### config.mk
export PLATFORM = sky130hd
export DESIGN_NAME = wide_add_ctrl
export DESIGN_NICKNAME = d
export VERILOG_FILES = /design/src/rtl/mont_pkg.sv /design/src/rtl/cla_adder.sv /design/src/rtl/wide_add_ctrl.sv
export SDC_FILE = /design/constraint.sdc
export NUM_CORES = 2
export LEC_CHECK = 0
export ABC_AREA = 1
export ABC_CLOCK_PERIOD_IN_PS = 6150
export CAP_MARGIN = 20
export CORE_ASPECT_RATIO = 1.5
export CORE_MARGIN = 2
export CORE_UTILIZATION = 35
export DETAILED_ROUTE_END_ITERATION = 10
export GPL_TIMING_DRIVEN = 0
export HOLD_SLACK_MARGIN = 0.03
export SLEW_MARGIN = 10
export SYNTH_ARGS = -nofsm -noshare
export SYNTH_HDL_FRONTEND = slang
export SYNTH_SLANG_ARGS = --single-unit
### constraint.sdc
create_clock -name clk -period 6.15 [get_ports clk]
set_input_delay 0.615 -clock clk [delete_from_list [all_inputs] [get_ports clk]]
set_output_delay 0.615 -clock clk [all_outputs]
set_load 0.01 [all_outputs]
### src/rtl/mont_pkg.sv
// Shared constants and FSM state type for the wide add/sub controller.
package mont_pkg;

  localparam int K_DEF      = 256;
  localparam int W_DEF      = 32;
  localparam int NCHUNK_DEF = K_DEF / W_DEF;

  typedef enum logic [1:0] {
    ST_IDLE = 2'd0,
    ST_RUN  = 2'd1,
    ST_DONE = 2'd2
  } state_t;

endpackage

### src/rtl/cla_adder.sv
// K-bit adder built from 4-bit carry-lookahead groups, group carries chained.
module cla_adder #(
  parameter int K = 32
) (
  input  logic [K-1:0] a_i,
  input  logic [K-1:0] b_i,
  input  logic         cin_i,
  output logic [K-1:0] sum_o,
  output logic         cout_o
);

  localparam int NG = K / 4;

  if ((K % 4) != 0 || K < 4) begin : g_bad_width
    $error("cla_adder: K must be a positive multiple of 4");
  end

  for (genvar g = 0; g < NG; g++) begin : g_grp
    logic       cin_g;
    logic       cout_g;
    logic [3:0] p;
    logic [3:0] gn;
    logic [4:0] c;

    if (g == 0) begin : g_first
      assign cin_g = cin_i;
    end else begin : g_chain
      assign cin_g = g_grp[g-1].cout_g;
    end

    assign p  = a_i[4*g +: 4] ^ b_i[4*g +: 4];
    assign gn = a_i[4*g +: 4] & b_i[4*g +: 4];

    // Every carry is a flat function of the group inputs and cin_g.
    assign c[0] = cin_g;
    assign c[1] = gn[0] | (p[0] & cin_g);
    assign c[2] = gn[1] | (p[1] & gn[0]) | (p[1] & p[0] & cin_g);
    assign c[3] = gn[2] | (p[2] & gn[1]) | (p[2] & p[1] & gn[0])
                | (p[2] & p[1] & p[0] & cin_g);
    assign c[4] = gn[3] | (p[3] & gn[2]) | (p[3] & p[2] & gn[1])
                | (p[3] & p[2] & p[1] & gn[0])
                | (p[3] & p[2] & p[1] & p[0] & cin_g);

    assign sum_o[4*g +: 4] = p ^ c[3:0];
    assign cout_g          = c[4];
  end

  assign cout_o = g_grp[NG-1].cout_g;

endmodule

### src/rtl/wide_add_ctrl.sv
// Multi-cycle K-bit add/subtract through one W-bit CLA slice, one chunk per cycle.
// state | meaning: IDLE waiting for start | RUN one chunk per cycle | DONE result valid, one cycle
module wide_add_ctrl
  import mont_pkg::*;
#(
  parameter int K = K_DEF,
  parameter int W = W_DEF
) (
  input  logic         clk,
  input  logic         rst_n,
  input  logic         start,
  input  logic         sub,
  input  logic [K-1:0] a,
  input  logic [K-1:0] b,
  output logic         busy,
  output logic         done,
  output logic [K-1:0] sum,
  output logic         cout
);

  localparam int NCHUNK = K / W;
  localparam int IDXW   = (NCHUNK > 1) ? $clog2(NCHUNK) : 1;

  if ((K % W) != 0 || (W % 4) != 0) begin : g_bad_params
    $error("wide_add_ctrl: K must be a multiple of W and W a multiple of 4");
  end

  state_t          state_q, state_d;
  logic [IDXW-1:0] idx_q, idx_d;
  logic            carry_q, carry_d;
  logic [K-1:0]    a_q, a_d;
  logic [K-1:0]    b_q, b_d;
  logic [K-1:0]    sum_q, sum_d;
  logic            cout_q, cout_d;

  logic [W-1:0]    a_chunk, b_chunk, slice_sum;
  logic            slice_cout;
  logic            last_chunk;

  assign a_chunk    = a_q[idx_q*W +: W];
  assign b_chunk    = b_q[idx_q*W +: W];
  assign last_chunk = (idx_q == IDXW'(NCHUNK - 1));

  cla_adder #(.K(W)) u_slice (
    .a_i    (a_chunk),
    .b_i    (b_chunk),
    .cin_i  (carry_q),
    .sum_o  (slice_sum),
    .cout_o (slice_cout)
  );

  always_comb begin
    state_d = state_q;
    idx_d   = idx_q;
    carry_d = carry_q;
    a_d     = a_q;
    b_d     = b_q;
    sum_d   = sum_q;
    cout_d  = cout_q;
    unique case (state_q)
      ST_IDLE, ST_DONE: begin
        if (start) begin
          // Subtraction is a + ~b + 1: the +1 rides in as the initial carry.
          a_d     = a;
          b_d     = sub ? ~b : b;
          carry_d = sub;
          idx_d   = '0;
          state_d = ST_RUN;
        end else begin
          state_d = ST_IDLE;
        end
      end
      ST_RUN: begin
        sum_d[idx_q*W +: W] = slice_sum;
        carry_d             = slice_cout;
        idx_d               = idx_q + 1'b1;
        if (last_chunk) begin
          idx_d   = '0;
          cout_d  = slice_cout;
          state_d = ST_DONE;
        end
      end
      default: state_d = ST_IDLE;
    endcase
  end

  always_ff @(posedge clk or negedge rst_n) begin
    if (!rst_n) begin
      state_q <= ST_IDLE;
      idx_q   <= '0;
      carry_q <= 1'b0;
      a_q     <= '0;
      b_q     <= '0;
      sum_q   <= '0;
      cout_q  <= 1'b0;
    end else begin
      state_q <= state_d;
      idx_q   <= idx_d;
      carry_q <= carry_d;
      a_q     <= a_d;
      b_q     <= b_d;
      sum_q   <= sum_d;
      cout_q  <= cout_d;
    end
  end

  assign busy = (state_q == ST_RUN);
  assign done = (state_q == ST_DONE);
  assign sum  = sum_q;
  assign cout = cout_q;

endmodule

# Word level (Yosys, flattened, before mapping)
# Cells that the tools add are included.
# Widths: inputs -> output; s select.
dict set report op_classes {
  mux 10
  eq_ne 5
  shift 4
  bitwise 233
  n_reduce_logical 6
  addsub 2
}
# op n
set ops {}
lappend ops {{$shiftx 256x9->32} 2}
lappend ops {{$bwmux 256} 1}
lappend ops {{$mux 256} 1}
lappend ops {{$not 256->256} 1}
lappend ops {{$shift 32x34->256 const A} 1}
lappend ops {{$shiftx 32x34->256} 1}
lappend ops {{$and 1x1->1} 128}
lappend ops {{$or 1x1->1} 80}
lappend ops {{$xor 4x4->4} 16}
lappend ops {{$neg 8->34} 1}
lappend ops {{$and 4x4->4} 8}
lappend ops {{$mux 3} 2}
lappend ops {{$pmux 3 s2} 1}
lappend ops {{$reduce_and 2->1} 3}
lappend ops {{$pmux 2 s2} 1}
lappend ops {{$add 3x1->3 const B} 1}
lappend ops {{$eq 3x3->1 const B} 1}
lappend ops {{$eq 2x1->1 const B} 1}
lappend ops {{$eq 2x2->1 const B} 1}
lappend ops {{$logic_not 2->1} 1}
lappend ops {{$mux 1} 2}
lappend ops {{$mux 2} 1}
lappend ops {{$ne 2x1->1 const B} 1}
lappend ops {{$ne 2x2->1 const B} 1}
lappend ops {{other kinds (3)} 3}
dict set report totals {
  reg_bits 775
  out_inout_bits 259
  in_bits 516
  elab_cells 267
}

# Logic depth before layout (Yosys ltp)
dict set report depth {
  word_depth 24
  ltp_mapped 33
  depth_no_buf 29
}

# Modules after synthesis
# Synthesis repeated with hierarchy kept, for this count alone.
dict set report unflattened {
  hier_cells 5177
  area_unflattened_um2 39888.3
}
# mod cells_each n_inst seq_area_each_um2 area_per_inst_um2
set modules_own_cells {}
lappend modules_own_cells {wide_add_ctrl 4992 1 19393.6 38529.5}
lappend modules_own_cells {cla_adder 185 1 0.0 1358.8}

# Worst setup path after synthesis
# OpenSTA, ideal clock, no wires.
dict set report synth_timing {
  path_kind {reg-to-reg}
  start {register idx_q[0]}
  end {register sum_q[188] (netlist: sum[188])}
  path_slack_ns 1.819
  stages_incl_launch_ff 31
  t_arrival_ns 4.248
  n_path_buf 4
  required_ns 6.067
  setup_time_ns 0.083
  period_less_slack_ns 4.331
  path_cell_list {dfrtp_1 > clkbuf_1 > clkbuf_1 > clkbuf_1 > clkbuf_1 > nor2_1 > o22ai_1 > nor2_1 > a31oi_1 > ha_1 > nand3_1 > nand3_2 > nand2_2 > nand2_4 > nand2_2 > nand2_4 > nand2_4 > nand2_4 > nand2_4 > nand2_4 > nand2_4 > nand2_4 > nand2_4 > nand2_4 > nand2_4 > nand2_4 > fa_1 > inv_1 > nor3_1 > inv_1 > o21ai_0}
}
dict set report synth_between {
  elab_chain_cells 24
  word_cells_on_any_way 227
  classes_between {add/sub: 1; shift: 4; mux: 1; bitwise: 221}
}
# element line
set synth_rtl {}
lappend synth_rtl {{start: declaration} wide_add_ctrl.sv:29} ;# logic [IDXW-1:0] idx_q, idx_d;
lappend synth_rtl {{start signal: assignment} wide_add_ctrl.sv:98} ;# idx_q <= idx_d;
lappend synth_rtl {{$shiftx 256x9->32, on equally long branches} {wide_add_ctrl.sv:40, wide_add_ctrl.sv:41}}
lappend synth_rtl {{$xor 4x4->4 or $and 4x4->4 (tied branches)} {cla_adder.sv:31, cla_adder.sv:32}}
lappend synth_rtl {{$and 1x1->1, on equally long branches} {cla_adder.sv:40, cla_adder.sv:41, cla_adder.sv:42}}
lappend synth_rtl {{$or 1x1->1 (tied with other cells) (2 in series)} cla_adder.sv:40} ;# assign c[4] = gn[3] | (p[3] & gn[2]) | (p[3] & p[2] & gn[1])
lappend synth_rtl {{$or 1x1->1 or $and 1x1->1 (tied branches)} {cla_adder.sv:41, cla_adder.sv:42}}
lappend synth_rtl {{$or 1x1->1} cla_adder.sv:42} ;# | (p[3] & p[2] & p[1] & p[0] & cin_g);
lappend synth_rtl {{$and 1x1->1} cla_adder.sv:42}
lappend synth_rtl {{$or 1x1->1} cla_adder.sv:42}
lappend synth_rtl {{[... 7 more ...]} n/a}
lappend synth_rtl {{$or 1x1->1} cla_adder.sv:42}
lappend synth_rtl {{$and 1x1->1} cla_adder.sv:42}
lappend synth_rtl {{$or 1x1->1} cla_adder.sv:42}
lappend synth_rtl {{$and 1x1->1, on equally long branches} {cla_adder.sv:36, cla_adder.sv:37, cla_adder.sv:39}}
lappend synth_rtl {{$or 1x1->1, on equally long branches} {cla_adder.sv:36, cla_adder.sv:37, cla_adder.sv:39}}
lappend synth_rtl {{$xor 4x4->4} cla_adder.sv:44} ;# assign sum_o[4*g +: 4] = p ^ c[3:0];
lappend synth_rtl {{$shiftx 32x34->256} wide_add_ctrl.sv:74} ;# sum_d[idx_q*W +: W] = slice_sum;
lappend synth_rtl {{$bwmux 256 *} wide_add_ctrl.sv:74}
lappend synth_rtl {{end signal: assignment} wide_add_ctrl.sv:102} ;# sum_q <= sum_d;
lappend synth_rtl {{end: declaration} wide_add_ctrl.sv:33} ;# logic [K-1:0] sum_q, sum_d;
# Every way passes the cells marked *; elsewhere a longest branch is shown, timed or not.
# A chain may end at the register's enable or synchronous reset.

# Worst setup path after layout
# Same ends and word-level chain as after synthesis.

==> impl_metrics.csv <==
group,metric,value,unit
outcome,status,"complete, no violations",
power,peakVddDrop,0.000438,V
power,power_leakage,20.7,nW
place,gp_congestion,1.01,
synth,synth_top_area_share,52.9,%
timing,finalSetupViolCount,0,
synth,synth_seq_cells,775,
drt,drtAntennaViolNets,0,
floorplan,dieHeight,400,microns
synth,synth.net_count,4375,
finish,design_area,49300,sq um
clocking,clkTransAtPathRegs,0.07,ns
clocking,htreeDepth,3,
run,maxCapViolCount,0,
synth,ys_types,42,
place,placed_area,46400,sq um
power,total_power,33.8,mW
grt,grt_pass1_wl,248,mm
timing,setup_slack,0.126,ns
timing,hold_viol_final,0,
synth,ys_warn_count,0,
worst_setup_path,end_kind,"register",
hold_path,holdCritPathClass,"in -> async",
floorplan,row_count,145,
worst_setup_path,required,6.74,ns
power,clkPwrFrac,15.1,%
grt,antenna_found_initial,17,
synth,ys_seq_area_share,52.9,%
floorplan,io_pins,775,
worst_setup_path,crit_arrival,6.62,ns
timing,fin_crit_sh,98.0,%
clocking,cts_buffer_depth,3,
drt,detail_route.wl_per_cell,29.3,microns
finish,fin_util,47.4,%
clocking,cts_num_sinks,775,
power,p_comb_share,57.7,%
clocking,cts-buffers-inserted,80,
grt,grt_max_degree,104,
drt,wirelength,181,mm
timing,slew_headroom,20.2,%
synth,syn_area,36600,sq um
finish,drive_gt1_share,11.1,%
floorplan,fp.dieW,268,microns
synth,syn_inst,3812,
grt,grt_pass1_vias,32700,
place,portBuffers,773,
worst_setup_path,slowest_delay,0.67,ns
worst_setup_path,path_max_fanout,10,
synth,postSynthAreaPerCell,9.61,sq um
synth,yosysTopAreaCell,"dfrtp_1",
timing,holdWs,0.472,ns
drt,vias,32900,
clocking,ctsRootBufferMaster,"clkbuf_16",
worst_setup_path,critPathKind,"reg -> reg",
floorplan,dieArea,107000,sq um
power,p_sw,17.1,mW
drt,first_iter_violations,2963,
worst_setup_path,crit_slowest_cell,"fa_1",
floorplan,coreArea,104000,sq um
power,p_int,16.7,mW
finish,areaGrowthSynthToFinish,34.6,%
synth,yosys-top-cells-area,"dfrtp_1 (53%), o21ai_0 (8.9%), mux2_2 (7.9%)",
timing,fmax,166,MHz
clocking,cts_setup_buffers,0,
clocking,cts_tree,"yes",
worst_setup_path,crit_path_start_kind,"register",
timing,drv_slew,0,
timing,tightest_slew,1.18,ns
drt,drt_pass1_iterations,6,
timing,fin_crit,6.02,ns
worst_setup_path,cpMostUsedCell,"nand2_4",
clocking,clock_latency,0.70,ns
timing,rsz0062_at_grt,"no",
power,p_sw_share,50.7,%
grt,grt_usage,33.3,%
timing,skew,0.0304,ns
place,dp_slack,-1.32,ns
power,seqPwrFrac,27.2,%
drt,drc,0,
floorplan,initial_core_util,35.2,%
drt,avgViaCountPerCell,5.34,
finish,nets,5246,
place,hpwl,147,mm
power,power_density,686,nW/um^2
grt,overflow,0,
-- final cells by class --
type                            instances  area (sq um)
Timing Repair Buffer                  790          8070
Inverter                              125           469
Clock inverter                         30           390
Fill cell                           10100         54600
Antenna cell                           14          35.0
Buffer                                272          1130
Multi-Input combinational cell       2639         15800
Sequential cell                       775         19400
Clock buffer                          115          2280
Tap cell                             1396          1750
-- flip-flops by register name, summed over array words and instances (netlist names) --
register  cells
idx_q         3
carry_q       1
cout          1
sum         256
state_q       2
b_q         256
a_q         256
-- cell families after synthesis --
kind of cell	count (synthesis)	synth area share, %
compound gates	890	13.2
xor+xnor	269	6.50
fa+ha+maj	47	1.77
buf+inv	398	4.19
flops	775	52.9
mux	276	8.43
simple gates	1157	13.0
-- cell usage in the layout (no fill, tap or decap), types with 5 or more instances in the layout --
| cell type | Yosys | final |
|---|---|---|
| dfrtp_1 | 775 | 775 |
| clkdlybuf4s50_1 | 0 | 772 |
| o21ai_0 | 648 | 645 |
| nand2_1 | 600 | 600 |
| nor2_1 | 396 | 396 |
| xnor2_1 | 262 | 260 |
| mux2_2 | 256 | 256 |
| clkbuf_1 | 221 | 211 |
| inv_1 | 116 | 116 |
| clkbuf_16 | 0 | 80 |
| o22ai_1 | 65 | 63 |
| o21a_1 | 62 | 62 |
| nand3_1 | 55 | 55 |
| nor3_1 | 48 | 48 |
| ha_1 | 39 | 39 |
| a21oi_1 | 38 | 38 |
| buf_2 | 33 | 34 |
| o211ai_1 | 32 | 32 |
| a31oi_1 | 32 | 27 |
| clkbuf_2 | 0 | 22 |
| mux2i_1 | 19 | 19 |
| buf_1 | 19 | 16 |
| nand2_4 | 15 | 15 |
| or2_2 | 15 | 15 |
| clkbuf_8 | 0 | 15 |
| diode_2 | 0 | 14 |
| clkinv_2 | 0 | 12 |
| nand2_2 | 9 | 9 |
| buf_16 | 0 | 9 |
| fa_1 | 8 | 8 |
| clkinv_1 | 7 | 7 |
| nand4_1 | 7 | 7 |
| nand3_2 | 6 | 6 |
| buf_4 | 0 | 6 |
| clkbuf_4 | 0 | 6 |
| o21ai_1 | 3 | 6 |
| clkinvlp_4 | 0 | 5 |
| bufinv_16 | 0 | 5 |
-- metal layers --
metal | share of wire, % | vias to the layer above | global-route usage (%)
li1 | - | 14500 | -
met1 | 36 | 16300 | 37.6
met2 | 50 | 1710 | 57.8
met3 | 6.9 | 373 | 5.19
met4 | 7.3 | 2 | 21.4
met5 | 0.0094 | - | 0
-- worst max-delay path, delay by kind of cell (launching register included) --
family / cells / cell delay [ns]
adder cells (fa/ha/maj): 2 / 1.04
flip-flops: 1 / 0.44
buffers and inverters: 7 / 1.71
AND/OR/NAND/NOR: 16 / 1.63
AO/OA/AOI/OAI: 4 / 1.05
-- per-stage QoR --
step | setup TNS [ns] | instances
final | 0 | 6156
after global routing | 0 | 6150
after CTS | 0 | 6143
after detailed placement | -64.12 | 5997
after global placement | - | 5981
after floorplan | 0 | 3812
-- synthesized netlist by cell type, drive strengths merged --
master and instances:
ha 39, xor2 7, a31oi 32, xnor2 262, o22ai 65, nand2 624, clkbuf 221, mux2i 19
nand3 62, nand4 7, dfrtp 775, o221ai 3, or2 15, nor2 398, o211ai 32, a21boi 5
a211oi 1, o21a 62, inv 118, buf 52, o21ai 651, fa 8, clkinv 7, and3 1
a22oi 1, a21oi 38, nor4 1, nor3 49, mux2 257
-- worst paths after layout --
kind,startpoint,endpoint,slack (ns),cells past startpoint
setup / recovery,idx_q[0]$_DFFE_PN0P_,sum[188]$_DFFE_PN0P_,0.13,29
hold / removal,rst_n,sum[242]$_DFFE_PN0P_,0.47,2
setup reg to reg,idx_q[0]$_DFFE_PN0P_,sum[188]$_DFFE_PN0P_,0.13,29
hold reg to reg,b_q[218]$_DFFE_PN0P_,b_q[218]$_DFFE_PN0P_,0.48,2
max in group asynchronous,rst_n,b_q[183]$_DFFE_PN0P_,4.02,5
min in group clk,b_q[218]$_DFFE_PN0P_,b_q[218]$_DFFE_PN0P_,0.48,2
-- power groups by stage --
stage / Sequential [mW] / Combinational [mW] / Clock, mW
CTS: 9.14 / 19.3 / 5.13
finish: 9.20 / 19.5 / 5.09
global placement: 9.25 / 18.8 / 0
global route: 9.38 / 20.6 / 5.32
detailed placement: 9.22 / 19.1 / 0
floorplan: 8.82 / 9.54 / 0
-- repair_timing --
| action | in CTS | in global routing |
|---|---|---|
| gates resized for setup | 37 | 35 |
| hold buffers | 1 | 0 |
| setup endpoints to repair | 169 | 24 |
| endpoints found under the hold margin | 50 | 0 |
Note: power is estimated with default switching activity, not from simulation.
